### config.mk
export PLATFORM = sky130hd
export DESIGN_NAME = fifo_param
export DESIGN_NICKNAME = d
export VERILOG_FILES = /design/src/rtl/fifo_param.sv
export SDC_FILE = /design/constraint.sdc
export NUM_CORES = 1
export LEC_CHECK = 0
export ABC_CLOCK_PERIOD_IN_PS = 3290
export BUFFER_PORTS_ARGS = -buffer_cell sky130_fd_sc_hd__buf_2
export CAP_MARGIN = 15
export CORE_MARGIN = 10
export CORE_UTILIZATION = 44
export CTS_CLUSTER_DIAMETER = 150
export DETAILED_ROUTE_END_ITERATION = 8
export GPL_TIMING_DRIVEN = 0
export SKIP_LAST_GASP = 1
export SLEW_MARGIN = 20
export SYNTH_ARGS = -nofsm -noshare
export SYNTH_HDL_FRONTEND = slang
export SYNTH_SLANG_ARGS = --single-unit
### constraint.sdc
create_clock -name clock -period 3.29 [get_ports clock]
set_input_delay 0.658 -clock clock [delete_from_list [all_inputs] [get_ports clock]]
set_output_delay 0.658 -clock clock [all_outputs]
set_load 0.05 [all_outputs]
### src/rtl/fifo_param.sv
// Parametrised single-clock FIFO with status flags, occupancy count,
// sticky overflow/underflow errors, synchronous flush and optional
// first-word-fall-through read mode.
module fifo_param #(
  parameter int DATA_WIDTH = 8,
  parameter int DEPTH      = 16,
  parameter int AE_THRESH  = 1,
  parameter int AF_THRESH  = DEPTH - 1,
  parameter int FWFT       = 0
) (
  input  logic                    clock,
  input  logic                    resetn,
  input  logic                    clear,
  input  logic                    write_enb,
  input  logic                    read_enb,
  input  logic [DATA_WIDTH-1:0]   data_in,
  output logic [DATA_WIDTH-1:0]   data_out,
  output logic                    full,
  output logic                    empty,
  output logic                    almost_empty,
  output logic                    almost_full,
  output logic [$clog2(DEPTH):0]  count,
  output logic                    overflow,
  output logic                    underflow
);

  localparam int AW = $clog2(DEPTH);
  localparam int CW = AW + 1;
  localparam logic [CW-1:0] DEPTH_C = CW'(DEPTH);
  localparam logic [CW-1:0] AE_C    = CW'(AE_THRESH);
  localparam logic [CW-1:0] AF_C    = CW'(AF_THRESH);

  logic [DATA_WIDTH-1:0] r_mem [DEPTH];
  logic [AW-1:0]         r_wr_ptr;
  logic [AW-1:0]         r_rd_ptr;
  logic [CW-1:0]         r_count;
  logic                  r_overflow;
  logic                  r_underflow;

  logic w_full;
  logic w_empty;
  logic w_wr_acc;
  logic w_rd_acc;

  // Flags decode the registered count only, so they never glitch mid-cycle.
  assign w_full   = (r_count == DEPTH_C);
  assign w_empty  = (r_count == '0);
  // A full FIFO refuses writes and an empty one refuses reads even if the
  // opposite operation would free/fill a slot in the same cycle.
  assign w_wr_acc = write_enb && !w_full;
  assign w_rd_acc = read_enb && !w_empty;

  assign full         = w_full;
  assign empty        = w_empty;
  assign almost_empty = (r_count <= AE_C);
  assign almost_full  = (r_count >= AF_C);
  assign count        = r_count;
  assign overflow     = r_overflow;
  assign underflow    = r_underflow;

  // Storage array: written on accepted writes, deliberately never reset.
  always_ff @(posedge clock) begin
    if (!clear && w_wr_acc) begin
      r_mem[r_wr_ptr] <= data_in;
    end
  end

  // Pointer, occupancy and sticky error bookkeeping; clear outranks everything.
  always_ff @(posedge clock or negedge resetn) begin
    if (!resetn) begin
      r_wr_ptr    <= '0;
      r_rd_ptr    <= '0;
      r_count     <= '0;
      r_overflow  <= 1'b0;
      r_underflow <= 1'b0;
    end else if (clear) begin
      r_wr_ptr    <= '0;
      r_rd_ptr    <= '0;
      r_count     <= '0;
      r_overflow  <= 1'b0;
      r_underflow <= 1'b0;
    end else begin
      if (w_wr_acc) r_wr_ptr <= r_wr_ptr + AW'(1);
      if (w_rd_acc) r_rd_ptr <= r_rd_ptr + AW'(1);
      if (w_wr_acc && !w_rd_acc)      r_count <= r_count + CW'(1);
      else if (w_rd_acc && !w_wr_acc) r_count <= r_count - CW'(1);
      if (write_enb && w_full)  r_overflow  <= 1'b1;
      if (read_enb && w_empty)  r_underflow <= 1'b1;
    end
  end

  generate
    if (FWFT == 0) begin : g_std
      logic [DATA_WIDTH-1:0] r_data_out;

      // Registered read port: loads on accepted reads, otherwise holds.
      always_ff @(posedge clock or negedge resetn) begin
        if (!resetn) begin
          r_data_out <= '0;
        end else if (clear) begin
          r_data_out <= '0;
        end else if (w_rd_acc) begin
          r_data_out <= r_mem[r_rd_ptr];
        end
      end

      assign data_out = r_data_out;
    end else begin : g_fwft
      // Head word is shown directly; read_enb only acknowledges it.
      assign data_out = w_empty ? '0 : r_mem[r_rd_ptr];
    end
  endgenerate

endmodule

==> flow_summary.yaml <==
power:
  p_clk_frac: 0.362
  p_seq_frac: 0.405
  intPower_mw: 3.943
  combPwrFrac: 0.233
  peakVddDrop_v: 0.0003960
  p_switching_mw: 1.657
  power_density_nw_per_um2: 770.6
  swShare: 0.2960
  leakage_nw: 2.507
sta:
  fin_crit_ns: 2.996
  hold_violations: 0
  timing.hold.ws_ns: 0.2133
  skew_ns: 0.01108
  setup_ws_ns: 0.2942
  finalCritPeriodShare: 0.9106
  slew_headroom: 0.3881
  worstMarginPinSlew_ns: 0.9145
  slew_viol_final: 0
  max_freq_mhz: 333.8
  finalSetupViolCount: 0
  rsz0062_at_grt: "no"
critical_path:
  cp_slowest_stage_delay_ns: 0.75
  path_class: "register to register"
  required_ns: 3.34
  end_kind: "register"
  arrival_ns: 3.05
  crit_top_cell: "inv_1"
  path_max_fanout: 9
  crit_path_start_kind: "register"
  slowest_stage: "nor2_1"
  worstPathCellList: "inv_1 > ha_1 > nand4bb_1 > inv_1 > nor3_1 > nand2_1 > nor2_1"
  r2r-start: "count[0]$_DFFE_PN0P_"
  cp-startpoint: "count[0]$_DFFE_PN0P_"
placed_design:
  io_buffers: 29
  place_ws_ns: 0.2704
  postPlaceCellArea_um2: 6639
  dp.final_hpwl_um: 8545
  gp_congestion: 0.7643
route:
  drt-vias-per-instance: 5.548
  routed_wl_um: 12940
  highest_layer: "met4"
  wl_met2_um: 6476
  route.detailed.drc: 0
  wl_per_cell_um: 21.97
  via_count: 3268
  initialDrtViolationCount: 230
  ant_nets: 0
  met1_length_um: 5460
  wl_met3_um: 800
  firstDrtPassIters: 5
cells_and_area:
  n_antenna_cell: 0
  postLayoutCellArea_um2: 7267
  drive_above_1_share: 0.2787
  syn_to_final_growth_pct: 16.58
  fillers: 1157
  post-route-util: 0.5235
  nets: 419
grt:
  first_global_vias: 3540
  antenna_found_initial: 0
  grt_usage: 0.1404
  overflow: 0
  grt_first_pass_wirelength_um: 20510
  grt_max_degree: 24
synth:
  synth_edf_count: 128
  synth_common_cells: "128 x edfxtp_1, 32 x mux4_2, 26 x nor2_1"
  synthCells: 346
  syn_nets: 369
  syn_area_um2: 6233
  syn_avg_cell_area_um2: 18.02
  async_flop_share: 0.1523
  synth.distinct_cells: 38
  synth_top_cell_by_area: "edfxtp_1"
  synth_most_common_cell: "edfxtp_1"
  yosysSeqAreaShare: 0.7090
  synthFlopType: "edfxtp_1"
  synth_warnings: 0
  yosys-top-cells-area: "edfxtp_1 62%, mux4_2 12%, dfrtp_1 9.2%, mux2i_1 2.6%, ha_1 2.0%"
  yosys.area.top_type_share: 0.6166
  synth-seq-cells: 151
floorplan:
  row_count: 43
  fp.coreArea_um2: 13880
  start_util: 0.4491
  num_io_pins: 32
  die_height_um: 139.0
  die_x_um: 139.0
  dieArea_um2: 19330
clock_tree:
  clock_latency_ns: 0.43
  cts.clk_slew.worst_paths_ns: 0.06
  htree_levels: 4
  cts_tree: "built"
  numCtsBuffers: 17
  cts_setup_buffers: 0
  cts_root_buf: "clkbuf_16"
  cts.sinks: 151
  cts.path.max_buffers: 2
status:
  status: "finished, final reports clean"
hold_path:
  holdCritPathClass: "input port to async pin"
job:
  maxCapViolCount: 0
## routing by layer
| metal | global-route usage | vias to the layer above |
|---|---|---|
| met5 | 0 | - |
| met4 | 0.04283 | 0 |
| met3 | 0.04863 | 15 |
| met2 | 0.2263 | 91 |
| met1 | 0.1742 | 1696 |
| li1 | - | 1466 |
## cells by family (layout without fill, tap and decap cells)
family          Yosys count  after routing  synth area share
simple gates             71             71           0.05901
compound gates           28             28           0.03332
mux                      51             51            0.1467
flops                   151            151            0.7090
fa+ha+maj                10             10           0.02007
buf+inv                  29             92           0.02128
xor+xnor                  6              6           0.01064
## worst paths after layout
path | endpoint | slack (ns) | cells past startpoint
max in group asynchronous | data_out[6]$_DFFE_PN0P_ | 2.70 | 1
hold reg to reg | overflow$_DFFE_PN0P_ | 0.52 | 2
hold / removal | overflow$_DFFE_PN0P_ | 0.21 | 1
setup / recovery | r_mem[6][1]$_DFFE_PP_ | 0.29 | 7
min in group clock | overflow$_DFFE_PN0P_ | 0.52 | 2
setup reg to reg | r_mem[6][1]$_DFFE_PP_ | 0.29 | 7
## stage by stage
| stage | setup TNS, ns | instances | power, mW |
|---|---|---|---|
| finish | 0 | 589 | 5.600 |
| global route | 0 | 589 | 5.845 |
| CTS | 0 | 589 | 5.643 |
| detailed placement | 0 | 557 | 3.624 |
| global placement | -2.706 | 555 | 3.597 |
| floorplan | 0 | 346 | 3.274 |
## power by group through the flow
| stage | Sequential [mW] | Clock, mW | Combinational [mW] |
|---|---|---|---|
| after floorplan | 2.48 | 0 | 0.791 |
| after global placement | 2.29 | 0 | 1.30 |
| after detailed placement | 2.30 | 0 | 1.32 |
| after CTS | 2.27 | 2.05 | 1.32 |
| after global routing | 2.28 | 2.15 | 1.42 |
| final | 2.27 | 2.03 | 1.31 |
## state kept, by name, indices dropped and copies added, names as in the netlist
name,count
r_mem,128
count,5
data_out,8
r_rd_ptr,4
overflow,1
r_wr_ptr,4
underflow,1
## critical path, delay by kind of cell, from the launching register on
family	cells	cell delay [ns]
and+or+nand+nor	4	1.57
adders and majority gates	1	0.21
DFF	1	0.51
buffers and inverters	2	0.33
## layout by cell type (no fill, tap or decap), types with 2 or more instances in the layout
| master | count |
|---|---|
| edfxtp_1 | 128 |
| buf_2 | 36 |
| mux4_2 | 32 |
| dfrtp_1 | 23 |
| nor2_1 | 22 |
| clkbuf_16 | 17 |
| mux2i_1 | 16 |
| clkbuf_1 | 14 |
| nand2_1 | 10 |
| a21oi_1 | 10 |
| ha_1 | 10 |
| inv_1 | 9 |
| nand3b_1 | 8 |
| o221ai_1 | 8 |
| nor2_2 | 5 |
| nand3_1 | 5 |
| nor3_1 | 4 |
| nor3_2 | 4 |
| bufinv_16 | 4 |
| xnor2_1 | 3 |
| a31oi_1 | 3 |
| buf_6 | 2 |
| buf_1 | 2 |
| nand2b_1 | 2 |
| nand4_1 | 2 |
| xor2_1 | 2 |
| nor2b_1 | 2 |
| mux2_2 | 2 |
| o21ai_0 | 2 |
| a211oi_1 | 2 |
| or3_1 | 2 |
| clkbuf_8 | 2 |
| clkinv_2 | 2 |
| buf_4 | 2 |
## repair_timing
action / 4_1_cts / 5_1_grt
resized for setup: 0 / 4
endpoints found under the setup margin: 0 / 32
hold buffers: 0 / 0
## layout make-up
| type | count | area, um2 | share of cell area |
|---|---|---|---|
| Buffer | 20 | 98.84 | 0.01360 |
| Clock buffer | 24 | 471.7 | 0.06491 |
| Clock inverter | 8 | 146.4 | 0.02014 |
| Inverter | 9 | 33.78 | 0.004649 |
| Multi-Input combinational cell | 166 | 1712 | 0.2355 |
| Sequential cell | 151 | 4419 | 0.6081 |
| Tap cell | 180 | 225.2 | 0.03099 |
| Timing Repair Buffer | 31 | 160.2 | 0.02204 |
(Power assumes the default switching activity.)
